$ cat src/rtl/countdown_timer_if.sv
// Handshake bundle for countdown_timer: start strobe, enable and load value in; count, busy and done out.
interface countdown_timer_if #(
  parameter int unsigned WIDTH = 16
);
  logic             ENABLE;
  logic             LOAD;
  logic [WIDTH-1:0] load_value;
  logic [WIDTH-1:0] count_now;
  logic             busy;
  logic             done;

  modport master (
    output ENABLE, LOAD, load_value,
    input  count_now, busy, done
  );

  modport slave (
    input  ENABLE, LOAD, load_value,
    output count_now, busy, done
  );
endinterface

$ cat src/rtl/countdown_timer.sv
// Loadable down-counter stepping by STEP per enabled cycle, with saturating terminal and one-cycle done pulse.
// Optional feature: define COUNTDOWN_AUTORELOAD_EN to reload the loaded value at terminal count and keep running.
module countdown_timer #(
  parameter int unsigned      WIDTH       = 16,
  parameter logic [WIDTH-1:0] STEP        = 16'h0200,
  parameter logic [WIDTH-1:0] RESET_VALUE = 16'h0300
) (
  input  logic              CLK,
  input  logic              RESET,
  countdown_timer_if.slave  bus
);

  typedef enum logic {
    IDLE = 1'b0,
    RUN  = 1'b1
  } state_t;

  state_t           state_q;
  logic [WIDTH-1:0] count_q;
  logic             busy_q;
  logic             done_q;
  logic [WIDTH-1:0] count_d;
  logic             terminal_d;

`ifdef COUNTDOWN_AUTORELOAD_EN
  logic [WIDTH-1:0] reload_q;
`endif

  // Terminal when the next step would reach or pass zero; never wraps.
  assign terminal_d = (count_q <= STEP);
  assign count_d    = count_q - STEP;

  always_ff @(posedge CLK) begin
    if (!RESET) begin
      state_q <= IDLE;
      count_q <= RESET_VALUE;
      busy_q  <= 1'b0;
      done_q  <= 1'b0;
`ifdef COUNTDOWN_AUTORELOAD_EN
      reload_q <= '0;
`endif
    end else if (bus.LOAD) begin
      state_q <= RUN;
      count_q <= bus.load_value;
      busy_q  <= 1'b1;
      done_q  <= 1'b0;
`ifdef COUNTDOWN_AUTORELOAD_EN
      reload_q <= bus.load_value;
`endif
    end else if (state_q == RUN && bus.ENABLE) begin
      if (terminal_d) begin
        done_q <= 1'b1;
`ifdef COUNTDOWN_AUTORELOAD_EN
        count_q <= reload_q;
`else
        count_q <= '0;
        state_q <= IDLE;
        busy_q  <= 1'b0;
`endif
      end else begin
        count_q <= count_d;
        done_q  <= 1'b0;
      end
    end else begin
      done_q <= 1'b0;
    end
  end

  assign bus.count_now = count_q;
  assign bus.busy      = busy_q;
  assign bus.done      = done_q;

endmodule

$ cat src/flat_wrapper.sv
// flat-port wrapper written by rule: the top's interface ports become plain ports
module countdown_timer_flat 
#(
  parameter int unsigned      WIDTH       = 16,
  parameter logic [WIDTH-1:0] STEP        = 16'h0200,
  parameter logic [WIDTH-1:0] RESET_VALUE = 16'h0300
)
  (CLK, RESET, bus_ENABLE, bus_LOAD, bus_load_value, bus_count_now, bus_busy, bus_done);
  countdown_timer_if #(.WIDTH(WIDTH)) bus_i ();
  input  logic CLK;
  input  logic RESET;
  input wire logic [$bits(bus_i.ENABLE)-1:0] bus_ENABLE;
  input wire logic [$bits(bus_i.LOAD)-1:0] bus_LOAD;
  input wire logic [$bits(bus_i.load_value)-1:0] bus_load_value;
  output wire logic [$bits(bus_i.count_now)-1:0] bus_count_now;
  output wire logic [$bits(bus_i.busy)-1:0] bus_busy;
  output wire logic [$bits(bus_i.done)-1:0] bus_done;
  assign bus_i.ENABLE = bus_ENABLE;
  assign bus_i.LOAD = bus_LOAD;
  assign bus_i.load_value = bus_load_value;
  assign bus_count_now = bus_i.count_now;
  assign bus_busy = bus_i.busy;
  assign bus_done = bus_i.done;
  countdown_timer #(.WIDTH(WIDTH), .STEP(STEP), .RESET_VALUE(RESET_VALUE)) u_core (.CLK(CLK), .RESET(RESET), .bus(bus_i));
endmodule
$ cat config.mk
export PLATFORM = sky130hd
export DESIGN_NAME = countdown_timer_flat
export DESIGN_NICKNAME = d
export VERILOG_FILES = /design/src/rtl/countdown_timer_if.sv /design/src/rtl/countdown_timer.sv /design/src/flat_wrapper.sv
export SDC_FILE = /design/constraint.sdc
export NUM_CORES = 1
export LEC_CHECK = 0
export CORE_MARGIN = 3
export CORE_UTILIZATION = 44
export CTS_CLUSTER_DIAMETER = 100
export CTS_CLUSTER_SIZE = 24
export DETAILED_ROUTE_END_ITERATION = 10
export PLACE_DENSITY = 0.83
export SLEW_MARGIN = 10
export SYNTH_ARGS = -nofsm -noshare
export SYNTH_HDL_FRONTEND = slang
export SYNTH_SLANG_ARGS = --single-unit
$ cat constraint.sdc
create_clock -name CLK -period 4.6 [get_ports CLK]
set_input_delay 1.15 -clock CLK [delete_from_list [all_inputs] [get_ports CLK]]
set_output_delay 1.15 -clock CLK [all_outputs]
set_load 0.02 [all_outputs]
-- Yosys cells after proc, flatten, opt, wreduce, memory -nomap -nowiden
Index checks and enable logic that the tools add are counted.
- add/subtract/negate cells: 1
- magnitude comparators: 1
- muxes and demuxes: 7
- bitwise logic cells: 2
- reductions and logical operators: 5
- operators by type and width (kind ; count):
    $mux 16 ; 3
    $le 16x10->1 const B ; 1
    $sub 16x10->16 const B ; 1
    $mux 1 ; 4
    $reduce_bool 2->1 ; 2
    $reduce_or 3->1 ; 1
    $not 1->1 ; 2
    $reduce_and 2->1 ; 1
    $logic_and 1x1->1 ; 1
- register bits after elaboration: 18
- output and inout port bits: 18

-- Longest topological paths before layout
- word-level depth: 4
- gate-level depth with buffers: 6
- mapped depth without buffers: 6

-- Worst setup path before layout
No wires, ideal clock.
- path type: in2reg
- from: input port bus_ENABLE
- to: register u_core.count_q[14] (netlist: u_core.bus.count_now[14])
- library setup time: 0.126 ns
- arrival time: 2.059 ns
- required time: 4.474 ns
- setup slack: 2.416 ns
- stages: 4
- buffers on the path: 0
- cell sequence: nand2_1 -> or3b_2 -> a31oi_1 -> o22ai_1
- longest elaborated chain between the ends: 2
- ends and longest elaborated chain (element ; line ; text):
    start: declaration ; flat_wrapper.sv:12 ; input wire logic [$bits(bus_i.ENABLE)-1:0] bus_ENABLE;
    $logic_and 1x1->1 ; countdown_timer.sv:50 ; end else if (state_q == RUN && bus.ENABLE) begin
    $reduce_bool 2->1 (no source line) ; n/a ;
    end signal: assignment ; countdown_timer.sv:44 ; count_q <= bus.load_value;
    end signal: assignment ; countdown_timer.sv:61 ; count_q <= count_d;
    end: declaration ; countdown_timer.sv:19 ; logic [WIDTH-1:0] count_q;
Every way passes these cells.
A chain may end at the register's enable or synchronous reset.

-- Worst setup path after layout
Ends and elaborated chain as after synthesis.

==> summary.txt <==
Status
  – Status: complete, no violations

Floorplan
  – Initial core utilization: approximately 50%
  – Chip height: 51.44 um
  – Core Footprint: 1839 um2
  – Die Span X: 51.44 um
  – Top Ports: 38
  – Row count: 15
  – Die ar.: 2646 um2

Setup path
  – CP required: 4.77 ns
  – Startpoint types: primary input
  – Largest delay contributor family on the critical path: simple AND/OR/NAND/NOR gates
  – Worst R2R End: u_core.bus.count_now[3]
  – Worst R2R Setup Slack: between 2 and 3 ns
  – FF-to-FF Start: u_core.bus.count_now[15]
  – CP arrival: 2.75 ns
  – Setup crit end kind: register
  – CP cell instances: clkdlybuf4s50_1, nand2_1, or3b_2, a31oi_1, o22ai_1
  – Critical path class: primary input to register
  – CP bufs+invs: 1
  – CP max stage delay: 0.53 ns
  – Slowest-stage cell, CP: clkdlybuf4s50_1
  – CP Max Fanout: 10
  – Reg2reg path depth: 4

Worst hold path
  – WHS Path Cells: 2
  – Hold Crit Start: u_core.bus.count_now[7]
  – Worst Hold Path EP: u_core.bus.count_now[7]
  – Min-delay worst type: register to register

Clock network
  – H-tree depth: 1
  – Root buf cell: clkbuf_4
  – Num CTS Buffers: 3
  – Clock sinks: 18
  – CTS-repair resized insts: 0
  – Setup bufs post-CTS: 0
  – CTS max path bufs: 2
  – Clock Latency Late Sink: 0.29 ns
  – TritonCTS clock tree: yes
  – Clk pin slew, worst setup/hold paths: 0.10 ns
  – Hold_buf cts: 0

Routing
  – Post-route ant nets: 0
  – WL/cell: approximately 14 um
  – Via count: 972
  – Iteration-0 DRC count of the detailed router: 28
  – Post-Route WL: 2386 um
  – Remaining DRCs: 0
  – Vias/cell: 5.651
  – First-pass detailed-route iteration total: 4

Timing
  – Max Transition Viols Final: 0
  – Final period util: a little under three fifths
  – Final setup fails: 0
  – Peak Freq: roughly 390 MHz
  – Slew HR: 46.36%
  – Slew @ Worst Pin: 0.8020 ns
  – Unrepaired setup endpoints after global routing: no
  – Clk_skew: around 0.0025 ns
  – Minimum clock period: roughly 2.6 ns
  – TNS Setup: 0 ns
  – Final hold vios: 0

Synthesis
  – Synthesized Nets: 134
  – Yosys warning count: 0
  – Seq/Total Area, Yosys: between 30% and 40%
  – #FFs+latches synth: 18
  – Post-Syn Area: a little over 900 um2
  – Syn_area_per_cell: around 8 um2
  – Mapped Cells: 113
  – Netlist cell types: 36

Global route
  – First-pass GRT wire length: approximately 3900 um
  – Largest net degree at the start of global routing: 26
  – Met3 Use GR: 4.665%
  – Gr ovfl total: 0
  – Vias in the first global route: 947
  – Initial antenna violation count: 0
  – Met2 Use GR: between 30% and 40%
  – Overall routing resource usage: 19.24%
  – Busiest grt layer: met2
  – Met1 Usage GRT: 21.34%

Final layout
  – Reg area: 360.3 um2
  – Layout cells sized above 1: 4.082%
  – Final nets: between 150 and 200
  – Multi-input logic area: 495.5 um2
  – Fin util: 71.36%
  – Area grow syn2layout: 44.49%
  – Fill count: 151
  – Diode count: 0
  – Final Instance Count excl. Fillers: 172

Power and ir drop
  – Lkg Pwr: 0.4907 nW
  – Pwr/cell area: 279.7 nW/um2
  – VDD IR-drop max: 0.1845 mV

Placement
  – PortBufs: 37
  – Placed insts: 168
  – GP Congestion: 0.8759
  – DP HPWL: 1820 um

Run
  – Max-Cap Viols: 0
[Yosys cell counts (all sizes together)]
cell    instances  area share, %
and2            3            2.1
a21o            1           0.83
o211ai          2            1.7
inv             5            2.1
and4b           1            1.1
ha              1            1.4
nand2          12            5.0
a21boi          1           0.83
nand4b          1           0.96
a211oi          1           0.83
nor4            2            1.4
o21ai          13            7.2
nor3b           1           0.83
o311ai          1           0.96
nor3            1           0.55
o22ai           3            2.1
nor4bb          1            1.1
xor2            1           0.96
and3b           1           0.96
clkbuf          6            2.5
nor2b           1           0.69
or3b            1           0.96
dfxtp          18             40
o21a            1           0.83
or4             1           0.83
or3             1           0.69
buf             1            1.2
o221ai          1           0.96
nand3          12            6.6
o31ai           2            3.2
a31oi           6            4.1
a21oi           3            1.7
nor2            5            2.1
and3            2            1.4
[routing by layer]
metal	share of wire (%)	wire length, um
met5	0	0
met4	0.96	23
met3	5.2	125
met2	50	1204
met1	43	1033
[stage by stage]
stage          cell area, um2  power, mW  worst slack (ns)  hold slack (ns)
2_1_floorplan           908.4     0.2304             2.416           0.5382
3_3_place_gp             1276     0.2705             1.756           0.4527
3_5_place_dp             1276     0.2729             1.720           0.4627
4_1_cts                  1313     0.3702             2.041           0.4745
5_1_grt                  1313     0.3862             1.929           0.5010
6_report                 1313     0.3671             2.019           0.4712
[worst register-to-register path: stages (launching register included)]
cell and delay [ns]:
dfxtp_1 0.37, or3_1 0.40, or4_1 0.59, o31ai_4 0.42, o21ai_1 0.13
[cell families (layout without fill, tap and decap cells)]
logic type | after synthesis | after routing | share of synthesized area [%]
flip-flops | 18 | 18 | 39.67
AO/OA/AOI/OAI | 35 | 35 | 25.07
XOR/XNOR | 1 | 1 | 0.9644
adder cells (fa/ha/maj) | 1 | 1 | 1.377
AND/OR/NAND/NOR | 46 | 46 | 27.14
buffers and inverters | 12 | 46 | 5.785
[cell type report]
cell class	instances	area share, %
multi-input combinational	83	37.75
timing repair buffer	37	28.22
sequential	18	27.45
clock buffer	4	2.765
tap	25	2.383
inverter	5	1.430
[worst max path at each step]
stage | to | start | cells past startpoint
final | u_core.bus.count_now[14] | bus_ENABLE | 5
after floorplan | u_core.bus.count_now[14] | bus_ENABLE | 4
after global routing | u_core.bus.count_now[11] | bus_LOAD | 5
after global placement | u_core.bus.count_now[11] | bus_LOAD | 5
after detailed placement | u_core.bus.count_now[11] | bus_LOAD | 5
after CTS | bus_count_now[11] | u_core.bus.count_now[11] | 1
[power by group]
part	internal, mW	total [mW]	switching [mW]
clock	0.0481	0.0973	0.0492
sequential	0.166	0.176	0.0108
combinational	0.0460	0.0933	0.0473
total	0.260	0.367	0.107
[cells in the final DEF (no fill, tap or decap), types with 2 or more instances in the layout]
master,netlist,final
a31oi_1,6,6
a21oi_1,3,3
inv_1,5,5
dfxtp_1,18,18
clkbuf_4,0,3
and2_1,3,3
clkdlybuf4s50_1,0,37
o21ai_1,10,10
nand2_1,12,12
nor2_1,5,5
o21ai_0,3,3
nor4_1,2,2
nand3_1,12,12
o211ai_1,2,2
o22ai_1,3,3
and3_1,2,2
[flip-flops by register name, indices dropped and copies added (netlist names)]
signal / count
u_core.bus.done: 1
u_core.state_q: 1
u_core.bus.count_now: 16
Power figures use the tool's default switching activity.
